[src/rtl/fifo_pkg.sv]
// Shared FIFO package: default data width and the sizing of the read-side
// output skid buffer.
package fifo_pkg;

  // Default word width of the team's synchronous FIFO
  localparam int FIFO_DATA_WIDTH = 4;

  // The output skid buffer holds two words so that one FIFO read latency
  // cycle can be covered without bubbles
  localparam int SKID_DEPTH = 2;
  localparam int SKID_CNT_W = 2;

  // Occupancy count of the skid buffer (0..SKID_DEPTH)
  typedef logic [SKID_CNT_W-1:0] skid_cnt_t;

  // Wrap-around increment for the 1-bit head/tail pointers
  function automatic logic ptr_next(input logic ptr);
    return ~ptr;
  endfunction

endpackage

[src/rtl/fifo_skid_buf2.sv]
// Two-entry register skid buffer with FIFO ordering. Words are pushed at the
// tail and leave from the head; clear empties the buffer and has priority
// over push and pop.
module fifo_skid_buf2
  import fifo_pkg::*;
#(
  parameter int DATA_WIDTH = FIFO_DATA_WIDTH
) (
  input  logic                  clk,
  input  logic                  rst_n,
  input  logic                  clear,
  input  logic                  push,
  input  logic [DATA_WIDTH-1:0] push_data,
  input  logic                  pop,
  output logic [DATA_WIDTH-1:0] head_data,
  output logic [SKID_CNT_W-1:0] count
);

  logic [DATA_WIDTH-1:0] mem [SKID_DEPTH];
  logic                  head_ptr;
  logic                  tail_ptr;

  // Storage, pointers and occupancy; clear drops everything held
  always_ff @(posedge clk or negedge rst_n) begin
    if (!rst_n) begin
      for (int i = 0; i < SKID_DEPTH; i++) begin
        mem[i] <= '0;
      end
      head_ptr <= 1'b0;
      tail_ptr <= 1'b0;
      count    <= '0;
    end else if (clear) begin
      head_ptr <= 1'b0;
      tail_ptr <= 1'b0;
      count    <= '0;
    end else begin
      if (push) begin
        mem[tail_ptr] <= push_data;
        tail_ptr      <= ptr_next(tail_ptr);
      end
      if (pop) begin
        head_ptr <= ptr_next(head_ptr);
      end
      count <= count + SKID_CNT_W'(push) - SKID_CNT_W'(pop);
    end
  end

  assign head_data = mem[head_ptr];

endmodule

[src/rtl/fifo_stream_reader.sv]
// Read-side consumer for the synchronous FIFO. Issues r_en, absorbs the
// FIFO's one-cycle registered read latency and presents the words as a
// valid/ready stream through a 2-entry skid buffer.
// Optional statistics counters (word_cnt, stall_cnt) are built only when the
// macro FIFO_RD_STATS_EN is defined.
module fifo_stream_reader
  import fifo_pkg::*;
#(
  parameter int DATA_WIDTH = FIFO_DATA_WIDTH,
  parameter int CNT_WIDTH  = 16
) (
  input  logic                  clk,
  input  logic                  rst_n,
  input  logic                  enable,
  input  logic                  flush,
  input  logic                  fifo_empty,
  input  logic [DATA_WIDTH-1:0] fifo_r_data,
  output logic                  fifo_r_en,
  output logic                  out_valid,
  output logic [DATA_WIDTH-1:0] out_data,
  input  logic                  out_ready
`ifdef FIFO_RD_STATS_EN
  ,
  output logic [CNT_WIDTH-1:0]  word_cnt,
  output logic [CNT_WIDTH-1:0]  stall_cnt
`endif
);

  logic [SKID_CNT_W-1:0] count;
  logic [SKID_CNT_W:0]   occupancy;
  logic                  inflight;
  logic                  pop;
  logic                  issue;

  assign out_valid = (count != '0);
  assign pop       = out_valid & out_ready;

  // Words held plus the one arriving, minus the one leaving this cycle.
  // Including pop lets a new read go out in the same cycle a word drains,
  // which is what keeps the stream at one word per cycle.
  assign occupancy = {1'b0, count}
                   + {{SKID_CNT_W{1'b0}}, inflight}
                   - {{SKID_CNT_W{1'b0}}, pop};

  assign issue     = rst_n & enable & ~flush & ~fifo_empty
                   & (occupancy < (SKID_CNT_W+1)'(SKID_DEPTH));
  assign fifo_r_en = issue;

  // Remember that a read was accepted so its data is captured next cycle
  always_ff @(posedge clk or negedge rst_n) begin
    if (!rst_n) begin
      inflight <= 1'b0;
    end else begin
      inflight <= issue;
    end
  end

  fifo_skid_buf2 #(
    .DATA_WIDTH (DATA_WIDTH)
  ) u_skid (
    .clk       (clk),
    .rst_n     (rst_n),
    .clear     (flush),
    .push      (inflight & ~flush),
    .push_data (fifo_r_data),
    .pop       (pop & ~flush),
    .head_data (out_data),
    .count     (count)
  );

`ifdef FIFO_RD_STATS_EN
  // Delivered-word and back-pressure counters, cleared by flush
  always_ff @(posedge clk or negedge rst_n) begin
    if (!rst_n) begin
      word_cnt  <= '0;
      stall_cnt <= '0;
    end else if (flush) begin
      word_cnt  <= '0;
      stall_cnt <= '0;
    end else begin
      word_cnt  <= word_cnt + CNT_WIDTH'(pop);
      stall_cnt <= stall_cnt + CNT_WIDTH'(out_valid & ~out_ready);
    end
  end
`endif

endmodule

[config.mk]
export PLATFORM = sky130hd
export DESIGN_NAME = fifo_stream_reader
export DESIGN_NICKNAME = d
export VERILOG_FILES = /design/src/rtl/fifo_pkg.sv /design/src/rtl/fifo_skid_buf2.sv /design/src/rtl/fifo_stream_reader.sv
export SDC_FILE = /design/constraint.sdc
export NUM_CORES = 1
export LEC_CHECK = 0
export CORE_UTILIZATION = 45
export CTS_CLUSTER_SIZE = 24
export DETAILED_ROUTE_END_ITERATION = 8
export PLACE_DENSITY_LB_ADDON = 0.15
export REMOVE_ABC_BUFFERS = 1
export SYNTH_ARGS = -nofsm -noshare
export SYNTH_HDL_FRONTEND = slang
export SYNTH_SLANG_ARGS = --single-unit
[constraint.sdc]
create_clock -name clk -period 2.8 [get_ports clk]
set_clock_uncertainty 0.2 [all_clocks]
set_input_delay 0.56 -clock clk [delete_from_list [all_inputs] [get_ports clk]]
set_output_delay 0.56 -clock clk [all_outputs]
set_load 0.005 [all_outputs]
# After elaboration in Yosys (flattened, before gate mapping)
# Cells that the tools add are included.
# op_classes
add_sub_neg	4
n_lt_le_gt_ge	4
n_mux	11
n_bitwise	13
reduce_logical	5
# op_table
operator	n
two-way mux 4 bit	4
bitwise mux 8 bit	1
bitwise AND 1 bit	7
nonzero test 2 bit	3
demux 4 bit (select 1 bit)	1
greater-or-equal comparator 2 bit, second input constant	2
two-way mux 1 bit	4
NOT 1 bit	4
NOT 1 -> 2 bit	2
adder 2 x 1 -> 3 bit	1
< comparator 3 x 2 -> 1 bit, second input constant	1
subtractor 3 x 1 -> 3 bit	1
adder 2 x 1 -> 2 bit	1
< comparator 2 x 1 -> 1 bit, second input constant	1
two-way mux 2 bit	1
AND reduction 2 bit	1
subtractor 2 x 1 -> 2 bit	1
logical AND 1 bit	1
# word_totals
regBits	13
input_bits	10
output_inout_bits	6
wordCells	43

# Logic depth before layout (Yosys ltp)
# depth
depth_word	6
mapped_depth	7
ltp_nobuf	7

# Hierarchy
# Synthesis repeated with hierarchy kept, for this count alone.
# unflattened
cells_unflattened	49
hier_area_um2	683.2
# by_module_without_submodules
module	instances	cells_per_inst	area_each_um2	seq_area_each_um2
fifo_skid_buf2	1	37	554.3	300.3
fifo_stream_reader	1	12	128.9	25.0

# Least setup slack after synthesis
# No wires, ideal clock.
# synth_path
path_type	input -> output
start	input out_ready
end	output fifo_r_en
t_arrival_ns	1.642
required_time_ns	2.040
slack_ns	0.398
stages	5
path_buffers	0
path_cell_list	and3b_1 > o21ai_0 > fa_1 > xor2_1 > nor3_1
# synth_via
elab_chain_len	4
# synth_rtl
item	line_no	rtl
from (decl)	fifo_stream_reader.sv:21	input logic out_ready
bitwise AND 1 bit	fifo_stream_reader.sv:36	assign pop = out_valid & out_ready;
subtractor 3 x 1 -> 3 bit	fifo_stream_reader.sv:43	- {{SKID_CNT_W{1'b0}}, pop};
< comparator 3 x 2 -> 1 bit	fifo_stream_reader.sv:46	& (occupancy < (SKID_CNT_W+1)'(SKID_DEPTH));
bitwise AND 1 bit	fifo_stream_reader.sv:46	
to (decl)	fifo_stream_reader.sv:18	output logic fifo_r_en,
# No other way between the ends.

# Final worst setup path
# layout_path
start	register u_skid.count[0]
end	output fifo_r_en
# layout_via
elab_chain_len	5
word_cells_on_any_way	6
cone_classes	add/sub (2); order compare (1); bitwise (2); reduce/logical (1)
# layout_rtl
item	line_no	rtl
from (decl)	fifo_skid_buf2.sv:16	output logic [SKID_CNT_W-1:0] count
from (signal assigned)	fifo_skid_buf2.sv:44	count <= count + SKID_CNT_W'(push) - SKID_CNT_W'(pop);
parallel branches: the longest is 2 deep, another holds adder 2 x 1 -> 3 bit	--	
subtractor 3 x 1 -> 3 bit *	fifo_stream_reader.sv:43	
< comparator 3 x 2 -> 1 bit *	fifo_stream_reader.sv:46	
bitwise AND 1 bit *	fifo_stream_reader.sv:46	
# Mark *: on every way between the ends.

==> out/metrics.cfg <==
[yosys]
synth-seq-cells = 13
seq_area_frac_synth_pct = 48.1
avgSynthCellArea_um2 = 13.5
synthArstFlopShare_pct = 100
synthesis.area_um2 = 677
synthDistinctLibCells = 19
synth_edf_count = 0
synth_top_area_share_pct = 48.1
synthTopCellsByCount = 13 x dfrtp_1, 13 x mux2_2, 4 x nor2_1
synthCells = 50
ys.flop_type = dfrtp_1
ys_warn_count = 0
synth.area.top_cells = dfrtp_1 48%, mux2_2 22%, ha_1 3.7%, xnor3_1 3.3%, fa_1 3.0%
synth_top_area_cell = dfrtp_1

[clock_network]
root_buffer = clkbuf_4
numCtsBuffers = 3
clkLatencyLatePin_ns = 0.27
clkTransAtPathRegs_ns = 0.08
h-tree-depth = 1
cts_sinks = 13
cts_tree = built
clock_path_buffers = 2

[setup_path]
path_class = reg -> out
endpoint_kind = output port
crit_arrival_ns = 1.93
r2r_setup_slack_ns = 0.84
cp-start-kind = flip-flop
rr_startpoint = u_skid.count[0]
r2r-end = u_skid.count[1]
required_ns = 2.04
critPathMaxFanout = 3
r2r_cells = 8

[power]
p_int_uw = 341
p_sw_share_pct = 23.4
leakagePower_uw = 0.000439
p_per_area_nw_per_um2 = 482
seq_power_share_pct = 49.6
p_clk_share_pct = 26.0
irDropWorstVdd_uv = 238
finalPower_uw = 445
power_frac_comb_pct = 24.4
p_sw_uw = 104

[timing]
hold_ws_ns = 0.308
setup_viol = 0
slew-limit-headroom_pct = 79.7
rsz0062_at_grt = no
fin_setup_tns_ns = 0
hold_violations = 0
tightest_slew_ns = 0.301
layout_min_cycle_time_ns = 2.69
max_freq_ghz = 0.371
maxSlewViolCount = 0
fin_crit_sh_pct = 96.2
setup_ws_ns = 0.106

[floorplan]
fp.dieArea_um2 = 1660
rows = 13
die_w_um = 40.8
core_um2 = 1350
start_util_pct = 50.1
floorplan.die.height_um = 40.8
pin_count = 16

[route]
dr_total_vias = 441
drt-initial-drc-count = 8
drc = 0
dr_wl_met3_um = 40
firstDrtPassIters = 2
wl_met1_um = 627
wire_per_inst_um = 13.4
routed_wirelength_um = 1210
ant_nets = 0
routed.top_layer = met3
wl_met2_um = 538
viasPerCell = 4.90

[min_path]
hold_class = reg -> reg
hold_end = u_skid.mem[0]
min_path_cells = 1
min_from = u_skid.mem[0]

[final_layout]
drive_gt1_share_pct = 40.0
syn2layout_area_growth_pct = 36.4
layout.nets = 89
final_area_um2 = 923
diodes = 0
fill_cells = 118

[placement]
dp_slack_ns = -0.680
dp_hpwl_um = 911
placed_cell_area_um2 = 887
io_buffers = 15
gp_congestion = 0.723

[global_routing]
first_global_vias = 421
gr-total-overflow = 0
antenna_found_initial = 0
grt_max_degree = 14
grt.total_usage_pct = 17.6
grt_pass1_wl_um = 1860

[outcome]
status = finished clean

[run]
drv_cap = 0

## metrics by stage
| step | util (%) | std cells |
|---|---|---|
| floorplan | - | 49 |
| global placement | 65.7 | 86 |
| global route | 68.4 | 90 |
| finish | 68.4 | 90 |
| CTS | 68.4 | 90 |
| detailed placement | 65.7 | 86 |
## how the worst max path moves through the flow
stage	cells past startpoint	endpoint	from	slack [ns]
6_report	6	fifo_r_en	u_skid.count[0]	0.11
2_1_floorplan	5	fifo_r_en	out_ready	0.40
4_1_cts	6	fifo_r_en	u_skid.count[0]	0.007
5_1_grt	6	fifo_r_en	u_skid.count[0]	0.02
3_5_place_dp	7	fifo_r_en	out_ready	-0.68
3_3_place_gp	8	fifo_r_en	out_ready	-0.58
## registers in the layout (all words and copies together), names as in the netlist
signal	count
inflight	1
u_skid.count	2
u_skid.head_ptr	1
u_skid.mem	8
u_skid.tail_ptr	1
## repair_timing
item / in CTS / in global routing
pin swaps: 5 / 1
buffers inserted: 0 / 0
endpoints found under the setup margin: 1 / 1
resized for setup: 14 / 0
hold buffers: 0 / 0
## per-layer routing
metal / track usage, % / up-vias
met1: 26.8 / 209
met3: 4.89 / 0
met5: 0 / -
met2: 22.7 / 9
li1: - / 223
met4: 7.50 / 0
## logic make-up (layout without fill, tap and decap cells)
logic type | after synthesis | count (layout) | share of synthesized area (%)
flops | 13 | 13 | 48.1
xor+xnor | 3 | 3 | 5.92
mux | 13 | 13 | 21.6
buf+inv | 2 | 27 | 2.22
compound gates | 2 | 2 | 1.48
fa+ha+maj | 3 | 3 | 6.65
simple gates | 14 | 14 | 14.0
## cells in the final DEF, fill, tap and decap left out, drive strengths merged, types with 2 or more instances in the layout
master         Yosys  final
ha                 2      2
o21ai              2      2
nor2b              3      3
buf                1      9
dfrtp             13     13
nor2               4      4
mux2              13     13
clkbuf             0      4
clkdlybuf4s50      0     13
## cell type report
type,instances,area [um^2],area share [%]
well taps,15,18.8,2.03
repair buffers,22,196,21.3
clock buffers,4,26.3,2.85
flip-flops and latches,13,325,35.2
inverters,1,3.75,0.407
multi-input cells,35,353,38.2
## worst max-delay path: stages (launching register included)
cell and delay [ns]:
dfrtp_1 0.41, and3b_1 0.26, o21ai_2 0.07, fa_1 0.52, nand4b_1 0.12, nor3_2 0.15
buf_2 0.14
## power by group through the flow
stage / Clock (uW) / Sequential [uW] / Combinational [uW]
floorplan: 0 / 221 / 45.8
global placement: 0 / 224 / 107
detailed placement: 0 / 224 / 109
CTS: 122 / 221 / 111
global route: 130 / 223 / 119
finish: 116 / 221 / 109
(Power assumes the default switching activity.)
